File: config.mk
export PLATFORM = sky130hd
export DESIGN_NAME = rshift_ctrl
export DESIGN_NICKNAME = d
export VERILOG_FILES = /design/src/rtl/rshift_ctrl.sv
export SDC_FILE = /design/constraint.sdc
export NUM_CORES = 1
export LEC_CHECK = 0
export CAP_MARGIN = 20
export CORE_MARGIN = 2
export CORE_UTILIZATION = 51
export CTS_CLUSTER_DIAMETER = 150
export DETAILED_ROUTE_END_ITERATION = 16
export GPL_TIMING_DRIVEN = 0
export PLACE_DENSITY = 0.92
export REMOVE_ABC_BUFFERS = 1
export SETUP_SLACK_MARGIN = 0.3
export SLEW_MARGIN = 20
export SYNTH_ARGS = -nofsm -noshare
export SYNTH_HDL_FRONTEND = slang
export SYNTH_SLANG_ARGS = --single-unit
export TNS_END_PERCENT = 5
File: constraint.sdc
create_clock -name clk -period 4.4 [get_ports clk]
set_input_delay 0.88 -clock clk [delete_from_list [all_inputs] [get_ports clk]]
set_output_delay 0.88 -clock clk [all_outputs]
set_load 0.03 [all_outputs]
File: src/rtl/rshift_ctrl.sv
// Sequential logical right shifter: shifts operand a right by b bit-steps, one per clock,
// then presents the registered result and the last bit shifted out with a one-cycle done pulse.
module rshift_ctrl #(
  parameter int ancho = 4
) (
  input  logic             clk,
  input  logic             rst,
  input  logic             start,
  input  logic [ancho-1:0] a,
  input  logic [ancho-1:0] b,
  input  logic             aluflagin,
  output logic             busy,
  output logic             done,
  output logic [ancho-1:0] aluresult,
  output logic             aluflags
);

  localparam logic [1:0] S_IDLE  = 2'd0;
  localparam logic [1:0] S_SHIFT = 2'd1;
  localparam logic [1:0] S_DONE  = 2'd2;

  localparam logic [ancho-1:0] ONE = {{(ancho-1){1'b0}}, 1'b1};

  logic [1:0]       state_q, state_d;
  logic [ancho-1:0] work_q, work_d;
  logic [ancho-1:0] cnt_q, cnt_d;
  logic             mode_q, mode_d;
  logic             sout_q, sout_d;
  logic             done_q, done_d;
  logic [ancho-1:0] res_q, res_d;
  logic             flag_q, flag_d;

  always_comb begin
    state_d = state_q;
    work_d  = work_q;
    cnt_d   = cnt_q;
    mode_d  = mode_q;
    sout_d  = sout_q;
    done_d  = 1'b0;
    res_d   = res_q;
    flag_d  = flag_q;
    case (state_q)
      S_IDLE: begin
        if (start) begin
          work_d  = a;
          cnt_d   = b;
          mode_d  = aluflagin;
          sout_d  = 1'b0;
          state_d = (b != '0) ? S_SHIFT : S_DONE;
        end
      end
      S_SHIFT: begin
        sout_d = work_q[0];
        work_d = work_q >> 1;
        cnt_d  = cnt_q - ONE;
        if (cnt_q == ONE) begin
          state_d = S_DONE;
        end
      end
      S_DONE: begin
        // Results are committed here so they change only on the edge that raises done.
        done_d  = 1'b1;
        res_d   = work_q | {{(ancho-1){1'b0}}, mode_q};
        flag_d  = sout_q;
        state_d = S_IDLE;
      end
      default: begin
        state_d = S_IDLE;
      end
    endcase
  end

  always_ff @(posedge clk) begin
    if (rst) begin
      state_q <= S_IDLE;
      work_q  <= '0;
      cnt_q   <= '0;
      mode_q  <= 1'b0;
      sout_q  <= 1'b0;
      done_q  <= 1'b0;
      res_q   <= '0;
      flag_q  <= 1'b0;
    end else begin
      state_q <= state_d;
      work_q  <= work_d;
      cnt_q   <= cnt_d;
      mode_q  <= mode_d;
      sout_q  <= sout_d;
      done_q  <= done_d;
      res_q   <= res_d;
      flag_q  <= flag_d;
    end
  end

  assign busy      = (state_q == S_SHIFT) || (state_q == S_DONE);
  assign done      = done_q;
  assign aluresult = res_q;
  assign aluflags  = flag_q;

endmodule

==> flow_summary.yaml, run 1 <==
critical_path:
  cp-start-kind: "flip-flop"
  crit_fanout: 3
  cp_slowest_cell: "clkdlybuf4s50_1"
  r2r_slack_ps: 2470
  reg2reg_depth: 5
  r2r-end: "cnt_q[0]"
  critPathCaptureType: "output pin"
  critical_path.cell_chain: "inv_1 > ha_1 > clkdlybuf4s50_1"
  crit_arrival_ps: 1680
  r2r_start: "state_q[1]"
  critPathKind: "reg -> out"
  critical-path-top-delay-family: "buffers and inverters"
  critPathBufInv: 2
  crit_required_ps: 3520
  slowest_delay_ps: 660
timing:
  finClkSkew_ps: 1.18
  slew_headroom_pct: 52.6
  grt_setup_unrepaired: "no"
  min_period_ps: 2560
  tns_ps: 0
  maxSlewViolCount: 0
  finalSetupViolations: 0
  post-route-period-util_pct: 58.3
  max_freq_mhz: 390
  tightest_slew_ps: 708
  hold_violations: 0
routing:
  ant_nets: 0
  route.met2.wl_um: 835
  wl_met1_um: 794
  highest_layer: "met4"
  wl_per_cell_um: 13.4
  via_per_inst: 5.89
  wl_met3_um: 71
  wl_mm: 1.73
  drt_iter0_drc: 38
  first_pass_iters: 4
  drc: 0
  vias: 760
flow_run:
  cap_violations: 0
clock_tree:
  cts_buffers: 3
  cts-resized-gates: 0
  cts_tree: "yes"
  cts-hold-fix-buffers: 0
  htreeDepth: 1
  root_buffer: "clkbuf_4"
  insertion_delay_ps: 290
  clock-sinks: 18
  clkSlewWorstSetupHoldPaths_ps: 100
  cts_buffer_depth: 2
  cts_setup_buffers: 0
synth:
  ys_seq_area_share_pct: 40.6
  ys_seq_elements: 18
  syn_inst: 97
  yosys_warnings: 0
  avgSynthCellArea_um2: 9.15
  synth_area_um2: 887
  synth_cell_types: 30
power:
  power_frac_comb_pct: 33.2
  power.share.clock_pct: 22.7
  ir_worst_vdd_uv: 195
  p_sw_share_pct: 33.2
  p_int_w: 0.000301
  p_leak_nw: 0.408
  power_w: 0.000450
  switching_power_w: 0.000150
  seqPwrFrac_pct: 44.2
  cellPowerDensity_nw_per_um2: 416
die:
  core-area_um2: 1690
  io_pins: 19
  start_util_pct: 52.5
  die_h_um: 45.7
  die_w_um: 45.7
  rows: 15
  die_area_um2: 2090
place:
  hpwl_mm: 1.20
  gp_congestion: 0.798
  io_buffer_count: 18
finish:
  layout-drive-gt1-share_pct: 6.25
  final_cell_mix: "dfxtp_1, clkdlybuf4s50_1, nor2_1"
  fillers: 136
  multi_input_area_um2: 460
  area_growth_pct: 21.9
  diodes: 0
  fin_nets: 130
  register_area_um2: 360
min_path:
  hold_depth: 2
  min-delay-start: "mode_q"
  holdPathEnd: "mode_q"
  hold_path.class: "reg -> reg"
grt:
  grt_overflow: 0
  grt_use_total_pct: 18.4
  grt_antenna_before_repair: 0
  first_global_vias: 655
  grt_max_degree: 21
  grt_pass1_wl_mm: 2.84
run_status:
  status: "finished clean"
[state kept, by name, indices dropped and copies added, names as in the netlist]
signal     cells
state_q        2
work_q         4
done           1
cnt_q          4
sout_q         1
mode_q         1
aluresult      4
aluflags       1
[power by group through the flow]
stage / Combinational [W] / Sequential [W] / Clock [W]
finish: 0.000149 / 0.000199 / 0.000102
floorplan: 0.0000970 / 0.000206 / 0
CTS: 0.000149 / 0.000199 / 0.000105
detailed placement: 0.000147 / 0.000202 / 0
global route: 0.000164 / 0.000202 / 0.000111
global placement: 0.000142 / 0.000201 / 0
[worst register-to-register path, cell delays in order (launching register included)]
cell      delay (ps)
dfxtp_1          340
inv_1             80
ha_1             610
mux2_4           360
o21ai_0          110
a221oi_1         330
[stage by stage]
| step | std cells | instance area [µm²] | hold WS (ps) | utilization (%) | setup WS (ps) |
|---|---|---|---|---|---|
| after detailed placement | 125 | 1040 | 454 | 61.9 | 2120 |
| final | 129 | 1080 | 466 | 64.0 | 1840 |
| after global placement | 125 | 1040 | 448 | 61.9 | 2170 |
| after CTS | 129 | 1080 | 469 | 64.0 | 1830 |
| after floorplan | 90 | 843 | 431 | - | 2720 |
| after global routing | 129 | 1080 | 507 | 64.0 | 1750 |
[cells in the mapped netlist, drive strengths merged]
master,instances,area share (%)
dfxtp,18,41
nor2,12,5.1
mux2i,8,9.0
inv,6,2.5
nand2,6,2.5
a21oi,5,2.8
ha,5,7.1
a211oi,4,3.4
buf,4,3.7
nor2b,4,2.8
clkbuf,3,1.3
o21ai,3,1.7
o31ai,3,2.5
a2111o,1,1.3
a211o,1,0.99
a21boi,1,0.85
a221oi,1,0.99
a31oi,1,0.71
a32oi,1,0.99
and3b,1,1.1
mux2,1,1.7
nand2b,1,0.71
nand3,1,0.56
nand4,1,0.71
nor3,1,0.56
nor4,1,0.71
o211ai,1,0.85
o221a,1,1.3
or3b,1,0.99
[routing by layer]
| metal | track usage (%) | vias to the layer above |
|---|---|---|
| met5 | 0 | - |
| met4 | 6.86 | 0 |
| met3 | 1.19 | 2 |
| met2 | 31.5 | 21 |
| met1 | 24.1 | 360 |
| li1 | - | 377 |
[cells by family (layout without fill, tap and decap cells)]
| family | count (synthesis) | count (layout) | share of synthesized area (%) |
|---|---|---|---|
| AOI/OAI and AO/OA | 23 | 23 | 18.3 |
| adders and majority gates | 5 | 5 | 7.05 |
| buffers and inverters | 13 | 28 | 7.47 |
| DFF | 18 | 18 | 40.6 |
| muxes | 9 | 9 | 10.7 |
| and+or+nand+nor | 29 | 29 | 15.8 |
[worst max path at each step]
stage                from    endpoint  slack, ps  depth (start not counted)
2_1_floorplan  state_q[1]        busy       2720                          2
3_3_place_gp          rst  state_q[0]       2170                          3
3_5_place_dp        start    cnt_q[0]       2120                          4
4_1_cts        state_q[1]        busy       1830                          3
5_1_grt        state_q[1]        busy       1750                          3
6_report       state_q[1]        busy       1840                          3
[layout make-up]
| type | instances | share of cell area (%) |
|---|---|---|
| Multi-Input combinational cell | 66 | 42.6 |
| Sequential cell | 18 | 33.3 |
| Timing Repair Buffer | 18 | 16.7 |
| Clock buffer | 4 | 3.36 |
| Inverter | 6 | 2.08 |
| Tap cell | 17 | 1.97 |
Power figures use the tool's default switching activity.
==> inputs of run 2 (changes only) <==
--- a/config.mk
+++ b/config.mk
@@ -7,11 +7,11 @@
 export LEC_CHECK = 0
 export CAP_MARGIN = 20
 export CORE_MARGIN = 2
-export CORE_UTILIZATION = 51
+export CORE_UTILIZATION = 48
 export CTS_CLUSTER_DIAMETER = 150
 export DETAILED_ROUTE_END_ITERATION = 16
 export GPL_TIMING_DRIVEN = 0
-export PLACE_DENSITY = 0.92
+export PLACE_DENSITY = 0.88
 export REMOVE_ABC_BUFFERS = 1
 export SETUP_SLACK_MARGIN = 0.3
 export SLEW_MARGIN = 20
==> constraint.sdc (replaced) <==
create_clock -name clk -period 2.6 [get_ports clk]
set_input_delay 0.52 -clock clk [delete_from_list [all_inputs] [get_ports clk]]
set_output_delay 0.52 -clock clk [all_outputs]
set_load 0.03 [all_outputs]
==> flow_summary.yaml, run 2 (synthesized netlist as in run 1, its figures left out) <==
run_status:
  status: "finished clean"
grt:
  grt_pass1_wl_mm: 2.87
  grt_antenna_before_repair: 0
  grt_max_degree: 21
  grt_use_total_pct: 19.1
  first_global_vias: 653
  use_met3_pct: 3.85
  use_met2_pct: 30.1
  grt_overflow: 0
  busiest_layer: "met2"
  grt.met1_usage_pct: 24.2
clock_tree:
  clkSlewWorstSetupHoldPaths_ps: 110
  cts-resized-gates: 0
  cts_buffers: 3
  insertion_delay_ps: 290
  cts_buffer_depth: 2
  cts_tree: "yes"
  clock-sinks: 18
  cts_setup_buffers: 0
  root_buffer: "clkbuf_4"
  cts-hold-fix-buffers: 0
  htreeDepth: 1
timing:
  tns_ps: 0
  tightest_slew_ps: 720
  hold_violations: 0
  maxSlewViolCount: 0
  max_freq_mhz: 458
  grt_setup_unrepaired: "no"
  finalSetupViolations: 0
  post-route-period-util_pct: 84.0
  slew_headroom_pct: 51.8
  finClkSkew_ps: 6.73
  min_period_ps: 2180
die:
  io_pins: 19
  die_h_um: 47.0
  die_area_um2: 2210
  core-area_um2: 1730
  start_util_pct: 51.4
  rows: 15
  die_w_um: 47.0
critical_path:
  cp_slowest_cell: "clkdlybuf4s50_1"
  reg2reg_depth: 5
  crit_fanout: 3
  r2r_start: "state_q[1]"
  critPathCaptureType: "output pin"
  r2r-end: "cnt_q[0]"
  crit_arrival_ps: 1660
  critPathKind: "reg -> out"
  slowest_delay_ps: 660
  crit_required_ps: 2080
  r2r_slack_ps: 720
  critical_path.cell_chain: "inv_1 > ha_1 > clkdlybuf4s50_1"
  cp-start-kind: "flip-flop"
  critPathBufInv: 2
  critical-path-top-delay-family: "buffers and inverters"
finish:
  final_cells: 137
  final_cell_mix: "dfxtp_1, clkdlybuf4s50_1, nor2_1"
  area_growth_pct: 23.0
  fin_nets: 130
  layout-drive-gt1-share_pct: 6.25
  diodes: 0
place:
  dp.cells: 133
  gp_congestion: 0.776
  io_buffer_count: 18
  hpwl_mm: 1.25
power:
  ir_worst_vdd_uv: 357
  cellPowerDensity_nw_per_um2: 695
  p_leak_nw: 0.408
routing:
  drc: 0
  first_pass_iters: 3
  drt_iter0_drc: 3
  via_per_inst: 5.24
  ant_nets: 0
  wl_mm: 1.76
  wl_per_cell_um: 12.9
  vias: 718
min_path:
  hold_path.class: "reg -> reg"
  hold_depth: 2
  min-delay-start: "mode_q"
  holdPathEnd: "mode_q"
flow_run:
  cap_violations: 0
run 2: how the worst max path moves through the flow:
stage / start / endpoint / slack, ps / cells after the start
finish: state_q[1] / busy / 420 / 3
global route: state_q[1] / busy / 340 / 3
CTS: state_q[1] / busy / 400 / 3
detailed placement: rst / state_q[0] / 680 / 3
global placement: rst / state_q[0] / 710 / 3
floorplan: state_q[1] / cnt_q[0] / 1030 / 5
run 2: tightest hold or removal path, stage by stage, from the launching register on:
cell and delay [ps]:
dfxtp_1 330, nand2_1 50, a21oi_1 50
run 2: where the power goes:
part | total, W | internal, W | switching, W | leakage, nW
Combinational | 0.000251 | 0.000112 | 0.000139 | 0.239
Clock | 0.000172 | 0.0000853 | 0.0000870 | 0.0210
Sequential | 0.000336 | 0.000311 | 0.0000249 | 0.147
Total | 0.000759 | 0.000508 | 0.000251 | 0.408
run 2: layer usage:
metal,vias to the layer above,part of all wire [%]
li1,372,-
met1,326,46
met2,15,48
met3,5,2.9
met4,0,2.2
met5,-,0
run 2: cell type report:
type                            count  area (µm²)
Timing Repair Buffer               18         180
Inverter                            6        22.5
Fill cell                         149         636
Tap cell                           25        31.3
Sequential cell                    18         360
Clock buffer                        4        36.3
Multi-Input combinational cell     66         460
run 2: metrics by stage:
stage | total power (W) | hold WS (ps) | instance area (µm²) | setup slack (ps) | util [%]
final | 0.000759 | 472 | 1090 | 415 | 63.2
after detailed placement | 0.000590 | 456 | 1050 | 679 | 61.1
after floorplan | 0.000512 | 431 | 843 | 1030 | -
after CTS | 0.000760 | 471 | 1090 | 402 | 63.2
after global routing | 0.000800 | 519 | 1090 | 342 | 63.2
after global placement | 0.000580 | 449 | 1050 | 709 | 61.1
